<file path="src/rtl/ide_host_pio.sv">
// PIO-mode ATA host initiator: turns single register read/write requests into
// timed ATA bus cycles, honours IORDY wait states and synchronises INTRQ.
module ide_host_pio #(
    parameter int unsigned T_SETUP       = 3,
    parameter int unsigned T_PULSE       = 12,
    parameter int unsigned T_HOLD        = 2,
    parameter int unsigned T_RECOV       = 8,
    parameter int unsigned IORDY_TIMEOUT = 1024
) (
    input  logic        clk,
    input  logic        reset_,
    input  logic        req,
    input  logic        we,
    input  logic [3:0]  addr,
    input  logic [15:0] wdata,
    output logic        busy,
    output logic        ack,
    output logic        err,
    output logic [15:0] rdata,
    output logic        irq,
    output logic [2:0]  da,
    output logic        cs1fx_,
    output logic        cs3fx_,
    output logic        dior_,
    output logic        diow_,
    output logic [15:0] dd_out,
    output logic        dd_oe,
    input  logic [15:0] dd_in,
    input  logic        iordy,
    input  logic        intrq,
    output logic [2:0]  dbg_state_o
);
    // Handshake: req/we/addr/wdata are taken only on a cycle where busy=0; every
    // accepted request yields exactly one ack pulse, with err valid alongside it.
    typedef enum logic [2:0] {
        IDLE  = 3'd0,
        SETUP = 3'd1,
        PULSE = 3'd2,
        HOLD  = 3'd3,
        RECOV = 3'd4
    } state_t;

    localparam int CW = 16;
    localparam int XW = $clog2(IORDY_TIMEOUT + 1);
    localparam logic [CW-1:0] SETUP_LD = CW'(T_SETUP - 1);
    localparam logic [CW-1:0] PULSE_LD = CW'(T_PULSE - 1);
    localparam logic [CW-1:0] HOLD_LD  = CW'(T_HOLD - 1);
    localparam logic [CW-1:0] RECOV_LD = CW'(T_RECOV - 1);
    localparam logic [XW-1:0] XMAX     = XW'(IORDY_TIMEOUT);

    state_t         state_q;
    logic [CW-1:0]  cnt_q;
    logic [XW-1:0]  extra_q;
    logic           we_q;
    logic           err_pend_q;
    logic           busy_q;
    logic           ack_q;
    logic           err_q;
    logic [15:0]    rdata_q;
    logic [2:0]     da_q;
    logic           cs1_q;
    logic           cs3_q;
    logic           dior_q;
    logic           diow_q;
    logic [15:0]    dd_out_q;
    logic           dd_oe_q;
    logic           iordy_s1_q;
    logic           iordy_s2_q;
    logic           intrq_s1_q;
    logic           intrq_s2_q;

    // Both device signals are asynchronous to clk; iordy idles high (ready).
    always_ff @(posedge clk or negedge reset_) begin
        if (!reset_) begin
            iordy_s1_q <= 1'b1;
            iordy_s2_q <= 1'b1;
            intrq_s1_q <= 1'b0;
            intrq_s2_q <= 1'b0;
        end else begin
            iordy_s1_q <= iordy;
            iordy_s2_q <= iordy_s1_q;
            intrq_s1_q <= intrq;
            intrq_s2_q <= intrq_s1_q;
        end
    end

    always_ff @(posedge clk or negedge reset_) begin
        if (!reset_) begin
            state_q    <= IDLE;
            cnt_q      <= '0;
            extra_q    <= '0;
            we_q       <= 1'b0;
            err_pend_q <= 1'b0;
            busy_q     <= 1'b0;
            ack_q      <= 1'b0;
            err_q      <= 1'b0;
            rdata_q    <= '0;
            da_q       <= '0;
            cs1_q      <= 1'b1;
            cs3_q      <= 1'b1;
            dior_q     <= 1'b1;
            diow_q     <= 1'b1;
            dd_out_q   <= '0;
            dd_oe_q    <= 1'b0;
        end else begin
            ack_q <= 1'b0;
            err_q <= 1'b0;
            case (state_q)
                IDLE: begin
                    if (req) begin
                        state_q    <= SETUP;
                        cnt_q      <= SETUP_LD;
                        extra_q    <= '0;
                        err_pend_q <= 1'b0;
                        we_q       <= we;
                        busy_q     <= 1'b1;
                        da_q       <= addr[2:0];
                        cs1_q      <= addr[3];
                        cs3_q      <= ~addr[3];
                        if (we) begin
                            dd_oe_q  <= 1'b1;
                            dd_out_q <= wdata;
                        end
                    end
                end
                SETUP: begin
                    if (cnt_q == '0) begin
                        state_q <= PULSE;
                        cnt_q   <= PULSE_LD;
                        if (we_q) begin
                            diow_q <= 1'b0;
                        end else begin
                            dior_q <= 1'b0;
                        end
                    end else begin
                        cnt_q <= cnt_q - 1'b1;
                    end
                end
                PULSE: begin
                    // Minimum width first, then stretch while the device holds IORDY low.
                    if (cnt_q != '0) begin
                        cnt_q <= cnt_q - 1'b1;
                    end else if (iordy_s2_q) begin
                        state_q <= HOLD;
                        cnt_q   <= HOLD_LD;
                        dior_q  <= 1'b1;
                        diow_q  <= 1'b1;
                        if (!we_q) begin
                            rdata_q <= dd_in;
                        end
                    end else if (extra_q == XMAX) begin
                        state_q    <= HOLD;
                        cnt_q      <= HOLD_LD;
                        dior_q     <= 1'b1;
                        diow_q     <= 1'b1;
                        err_pend_q <= 1'b1;
                        if (!we_q) begin
                            rdata_q <= 16'hFFFF;
                        end
                    end else begin
                        extra_q <= extra_q + 1'b1;
                    end
                end
                HOLD: begin
                    if (cnt_q == '0) begin
                        state_q <= RECOV;
                        cnt_q   <= RECOV_LD;
                        ack_q   <= 1'b1;
                        err_q   <= err_pend_q;
                        cs1_q   <= 1'b1;
                        cs3_q   <= 1'b1;
                        dd_oe_q <= 1'b0;
                    end else begin
                        cnt_q <= cnt_q - 1'b1;
                    end
                end
                RECOV: begin
                    if (cnt_q == '0) begin
                        state_q <= IDLE;
                        busy_q  <= 1'b0;
                    end else begin
                        cnt_q <= cnt_q - 1'b1;
                    end
                end
                default: begin
                    state_q <= IDLE;
                    busy_q  <= 1'b0;
                end
            endcase
        end
    end

    assign busy        = busy_q;
    assign ack         = ack_q;
    assign err         = err_q;
    assign rdata       = rdata_q;
    assign irq         = intrq_s2_q;
    assign da          = da_q;
    assign cs1fx_      = cs1_q;
    assign cs3fx_      = cs3_q;
    assign dior_       = dior_q;
    assign diow_       = diow_q;
    assign dd_out      = dd_out_q;
    assign dd_oe       = dd_oe_q;
    assign dbg_state_o = state_q;

endmodule

</file>
<file path="config.mk">
export PLATFORM = sky130hd
export DESIGN_NAME = ide_host_pio
export DESIGN_NICKNAME = d
export VERILOG_FILES = /design/src/rtl/ide_host_pio.sv
export SDC_FILE = /design/constraint.sdc
export NUM_CORES = 1
export LEC_CHECK = 0
export BUFFER_PORTS_ARGS = -buffer_cell sky130_fd_sc_hd__buf_4
export CORE_MARGIN = 3
export CORE_UTILIZATION = 56
export CTS_BUF_LIST = sky130_fd_sc_hd__clkbuf_4
export DETAILED_ROUTE_END_ITERATION = 6
export HOLD_SLACK_MARGIN = 0.06
export PLACE_DENSITY_LB_ADDON = 0.1
export REMOVE_ABC_BUFFERS = 1
export SLEW_MARGIN = 10
export SYNTH_ARGS = -nofsm -noshare
export SYNTH_HDL_FRONTEND = slang
export SYNTH_SLANG_ARGS = --single-unit
</file>
<file path="constraint.sdc">
create_clock -name clk -period 3 [get_ports clk]
set_clock_uncertainty 0.05 [all_clocks]
set_input_delay 0.6 -clock clk [delete_from_list [all_inputs] [get_ports clk]]
set_output_delay 0.6 -clock clk [all_outputs]
set_load 0.05 [all_outputs]
</file>
==> results of run 1 <==
==> power by group through the flow <==
stage | combinational [mW] | sequential (mW) | clock, mW
after detailed placement | 1.98 | 1.78 | 0
after global placement | 1.92 | 1.75 | 0
after floorplan | 0.849 | 2.29 | 0
final | 1.97 | 1.76 | 0.737
after global routing | 2.13 | 1.82 | 0.797
after CTS | 1.99 | 1.76 | 0.750
==> layout make-up <==
cell class                      instances  area, µm²
Timing Repair Buffer                   93        698
Sequential cell                        79       1980
Multi-Input combinational cell        240       1720
Inverter                                9       33.8
Clock inverter                          5       83.8
Fill cell                             475       1800
Clock buffer                           11       82.6
Tap cell                               77       96.3
==> state kept, by name, indices dropped and copies added (netlist names) <==
name,cells
ack,1
busy,1
cnt_q,16
cs1fx_,1
cs3fx_,1
da,3
dbg_state_o,3
dd_oe,1
dd_out,16
dior_,1
diow_,1
err,1
err_pend_q,1
extra_q,11
intrq_s1_q,1
iordy_s1_q,1
iordy_s2_q,1
irq,1
rdata,16
we_q,1
==> layout by cell type, fill, tap and decap left out, types with 4 or more instances in the layout <==
| master | count |
|---|---|
| a21oi_1 | 18 |
| buf_4 | 93 |
| clkbuf_4 | 11 |
| dfrtp_1 | 73 |
| dfstp_2 | 6 |
| inv_1 | 9 |
| mux2_1 | 16 |
| mux2_2 | 16 |
| nand2_1 | 27 |
| nand2b_1 | 18 |
| nand3_1 | 5 |
| nand4_1 | 4 |
| nor2_1 | 22 |
| nor3_1 | 7 |
| o21ai_0 | 10 |
| o21ai_1 | 8 |
| o31ai_1 | 8 |
| or3_1 | 10 |
| or4_1 | 5 |
| xnor2_1 | 4 |
| xor2_1 | 5 |
==> worst paths after layout <==
| check | from | endpoint | slack, ns | depth (start not counted) |
|---|---|---|---|---|
| setup reg to reg | cnt_q[0]$_DFFE_PN0P_ | cnt_q[2]$_DFFE_PN0P_ | 0.44 | 7 |
| hold / removal | iordy | iordy_s1_q$_DFF_PN1_ | 0.21 | 1 |
| min in group asynchronous | reset_ | cnt_q[4]$_DFFE_PN0P_ | 0.25 | 1 |
| max in group asynchronous | reset_ | dbg_state_o[0]$_DFFE_PN0P_ | 2.00 | 1 |
| hold reg to reg | intrq_s1_q$_DFF_PN0_ | irq$_DFF_PN0_ | 0.31 | 0 |
| setup / recovery | cnt_q[0]$_DFFE_PN0P_ | cnt_q[2]$_DFFE_PN0P_ | 0.44 | 7 |
==> stage by stage <==
stage               total power [mW]  cells  setup slack, ns
floorplan                       3.14    328            0.328
detailed placement              3.75    498            0.477
global placement                3.67    498            0.598
CTS                             4.49    514            0.439
global route                    4.75    514            0.172
finish                          4.47    514            0.443
==> kinds of logic after synthesis <==
family / after synthesis / share of synthesized area
DFF: 79 / 0.519
AOI/OAI and AO/OA: 63 / 0.108
xor gates and xnor gates: 9 / 0.0206
muxes: 35 / 0.102
buffers and inverters: 23 / 0.0314
adders and majority gates: 3 / 0.00983
and+or+nand+nor: 130 / 0.208
==> routing by layer <==
metal / vias to the layer above / share of wire / track usage
met5: - / 0 / 0
met2: 76 / 0.51 / 0.368
met3: 9 / 0.058 / 0.0484
met1: 1472 / 0.42 / 0.285
met4: 0 / 0.014 / 0.0934
li1: 1416 / - / -
==> worst max-delay path, cell delays in order, from the launching register on <==
cell and delay, ns:
dfrtp_1 0.45, inv_1 0.08, ha_1 0.17, nor3b_2 0.35, nand4_2 0.37, a2111oi_0 0.67
o21bai_1 0.14, a21o_1 0.19
==> metrics.txt, run 1 <==
top cells by count, synth 73 x dfrtp_1, 27 x nand2_1, 22 x nor2_1, 18 x a21oi_1, 18 x nand2b_1; CTS Root Cell clkbuf_4; Post-Syn Area 0.00382 mm²; # H-tree levels 3; fin util 0.723; area delta synth->final 22.9%; initial antenna violation count 0; setup TNS 0 ns; top-count cell post-synth dfrtp_1; hold_ws 0.215 ns; peak supply drop 0.844 mV; worst-path fanout max 12; WL/cell 16.1 µm; Reg power frac 0.394; TritonCTS clock tree yes; share of cells above drive strength 1 0.341; antenna viol nets, final 0; post-CTS setup buffer count 0; GRT Total Usage 0.223; port buffer count 88; RSZ-0062 raised after global routing no; post-synth top area share 0.478; Max Cap Violations 0; CP Class reg2reg; Crit. End Element flip-flop; total gr overflow 0; CTS Buf Count 9; clock insertion delay at the later pin of the skew report 0.42 ns; Initial Utilization 0.588; core area 0.00649 mm²; largest net degree at the start of global routing 80; Total Routed Length 8260 µm; HPWL Detailed 5820 µm; number of synthesized flops with an enable pin 0; Slew HR 0.351; clk slew on worst S/H paths 0.13 ns; Min-Delay Path Class in2reg; LEAKAGE 2.23 nW; Comb power frac 0.441; Yosys cell types 61; Synth Flop Type dfrtp_1; synthesized flop and latch total 79; Via density 5.78; global-route wire length before repair 13500 µm; # rows 29; Worst setup SP type flip-flop; CTS sink cnt 79; Clock Path Buffers 2; Die ar. 0.00785 mm²; vias 2973; Final Wtd Congestion 0.851; Layout Nets 477; Pre-Repair DR Iteration Count 5; outcome finished clean; Area after DPL 0.00453 mm²; sw power 1.94 mW; # DRC 0; final slew viol count 0; Max Clk Rate 391 MHz; CP required 3.27 ns; register area share after synthesis 0.519; Synth Warn # 0; Die Y 88.6 µm; Pint 2.52 mW; Finish-stage setup viols 0; Hold Buf Count CTS 0; top post-synthesis cells by area dfrtp_1 48%, mux2_1 4.7%, mux2_2 4.7%; Die W 88.6 µm; minimum period implied by the final worst setup slack 2.56 ns; Inserted Diodes 0; clock network fraction of design power 0.165; Worst-Margin Slew 0.974 ns; count of final hold-check violations 0; leading area contributor after synthesis dfrtp_1; DR iter-0 viols 156; Tcrit/Tclk final 0.852; Syn Area/Cell 11.2 µm²; Arr. time, crit path 2.83 ns; vias in the first global route 2915; fin area 0.00469 mm²; switching share of total power 0.435; PwrDens 951 mW/mm²; Cells after Synth 342; FFs w/ async S/R, synth 1.00; IO Pins 89; CTS resizes 0
(Power assumes the default switching activity.)
==> inputs of run 2 (changes only) <==
--- a/config.mk
+++ b/config.mk
@@ -12,7 +12,6 @@
 export DETAILED_ROUTE_END_ITERATION = 6
 export HOLD_SLACK_MARGIN = 0.06
 export PLACE_DENSITY_LB_ADDON = 0.1
-export REMOVE_ABC_BUFFERS = 1
 export SLEW_MARGIN = 10
 export SYNTH_ARGS = -nofsm -noshare
 export SYNTH_HDL_FRONTEND = slang
==> metrics.txt, run 2 (same netlist as run 1, synthesis figures left out) <==
outcome finished clean (unchanged); vias 2958 (was 2973); RSZ-0062 raised after global routing no (unchanged); most frequent cells in the layout 93 x buf_4, 73 x dfrtp_1, 27 x nand2_1 (unchanged); Arr. time, crit path 2.78 ns (was 2.83 ns); Cell Chain, Critical Path inv_1, ha_1, nor3b_2, nand4_2, a2111oi_0, o21bai_1, a21o_1 (unchanged); CP Class reg2reg (unchanged); Via density 5.77 (was 5.78); Crit. End Element flip-flop (unchanged); Initial Utilization 0.588 (unchanged); LEAKAGE 2.22 nW (was 2.23 nW); Bufs and invs on worst path 1 (unchanged); DR iter-0 viols 143 (was 156); post-CTS setup buffer count 0 (unchanged); Hold Buf Count CTS 0 (unchanged); Total Routed Length 8250 µm (was 8260 µm); clk slew on worst S/H paths 0.14 ns (was 0.13 ns); IO Pins 89 (unchanged); Pre-Repair DR Iteration Count 4 (was 5); clock network fraction of design power 0.141 (was 0.165); Worst-Margin Slew 0.973 ns (was 0.974 ns); initial antenna violation count 0 (unchanged); Inserted Diodes 0 (unchanged); Worst setup SP type flip-flop (unchanged); sw power 1.92 mW (was 1.94 mW); # DRC 0 (unchanged); worst-path fanout max 12 (unchanged); slowest cell delay on critical path 0.68 ns (was 0.67 ns); Min-Delay Path Class in2reg (unchanged); CTS resizes 0 (unchanged); minimum period implied by the final worst setup slack 2.52 ns (was 2.56 ns); GRT Total Usage 0.224 (was 0.223); Die ar. 0.00785 mm² (unchanged); commonest non-fill, non-tap cell in the layout buf_4 (unchanged); total gr overflow 0 (unchanged); port buffer count 88 (unchanged); net count after synthesis 387; CTS sink cnt 79 (unchanged); clock insertion delay at the later pin of the skew report 0.43 ns (was 0.42 ns); Tcrit/Tclk final 0.838 (was 0.852); antenna viol nets, final 0 (unchanged); WL/cell 16.1 µm (about the same); CTS Buf Count 9 (unchanged); vias in the first global route 3031 (was 2915); share of cells above drive strength 1 0.335 (was 0.341); switching share of total power 0.443 (was 0.435); delay-heaviest family, CP compound AO/OA/AOI/OAI gates (unchanged); Die Y 88.6 µm (unchanged); Clock Path Buffers 2 (unchanged); count of final hold-check violations 0 (unchanged); area delta synth->final 21.8% (was 22.9%); Reg power frac 0.406 (was 0.394); Die W 88.6 µm (unchanged); final slew viol count 0 (unchanged); # rows 29 (unchanged); fin util 0.717 (was 0.723); setup TNS 0 ns (unchanged); core area 0.00649 mm² (unchanged); # H-tree levels 3 (unchanged); Max Clk Rate 398 MHz (was 391 MHz); global-route wire length before repair 13600 µm (was 13500 µm); Slew HR 0.351 (about the same); peak supply drop 0.698 mV (was 0.844 mV); HPWL Detailed 5950 µm (was 5820 µm); Final Wtd Congestion 0.851 (about the same); Max Cap Violations 0 (unchanged); layout filler cell count 495 (was 475); Layout Nets 477 (unchanged); Worst R2R Setup Slack 0.48 ns (was 0.44 ns); Pint 2.42 mW (was 2.52 mW); Comb power frac 0.453 (was 0.441); Final Power 4.34 mW (was 4.47 mW); CTS Root Cell clkbuf_4 (unchanged); Finish-stage setup viols 0 (unchanged); CP required 3.26 ns (was 3.27 ns); PwrDens 932 mW/mm² (was 951 mW/mm²); TritonCTS clock tree yes (unchanged); largest net degree at the start of global routing 80 (unchanged); CP max-delay cell a2111oi_0 (unchanged)
[run 2: cell types whose count changed in the layout (fill, tap and decap cells not counted), sizes merged]
cell,before,now
clkinv,1,4
clkinvlp,2,0
bufinv,2,1
clkbuf,11,10
[run 2: final cells by class]
cell class	instances	area [µm²]	area share
multi-input cells	240	1720	0.369
inverters	9	33.8	0.00726
clock inverters	5	51.3	0.0110
repair buffers	93	698	0.150
clock buffers	10	75.1	0.0161
well taps	77	96.3	0.0207
flip-flops and latches	79	1980	0.426
[run 2: layer usage]
layer,vias up,routed length [µm],global-route usage
li1,1414,-,-
met1,1454,3460,0.271
met2,76,4150,0.377
met3,14,490,0.0661
met4,0,143,0.0907
met5,-,0,0
[run 2: path summary, 6_finish.rpt]
kind                                      start                       to  depth (start not counted)
max                        cnt_q[0]$_DFFE_PN0P_     cnt_q[2]$_DFFE_PN0P_                          7
min                                       intrq     intrq_s1_q$_DFF_PN0_                          1
max reg2reg                cnt_q[0]$_DFFE_PN0P_     cnt_q[2]$_DFFE_PN0P_                          7
min reg2reg                iordy_s1_q$_DFF_PN1_     iordy_s2_q$_DFF_PN1_                          0
max in group asynchronous                reset_     rdata[9]$_DFFE_PN0P_                          1
min in group asynchronous                reset_  extra_q[10]$_DFFE_PN0P_                          1
[run 2: power by group through the flow]
stage	logic (mW)	registers, mW	clock network [mW]
global placement	1.92	1.75	0
detailed placement	1.98	1.78	0
finish	1.97	1.76	0.613
global route	2.13	1.82	0.670
floorplan	0.904	2.27	0
CTS	1.98	1.76	0.626
[run 2: metrics by stage]
step	cell area, µm²	worst slack [ns]	instances	hold WS [ns]
after floorplan	3820	0.664	342	0.254
after global placement	4530	0.575	498	0.285
after detailed placement	4530	0.518	498	0.288
after CTS	4650	0.507	513	0.204
after global routing	4650	0.262	513	0.187
final	4650	0.485	513	0.216
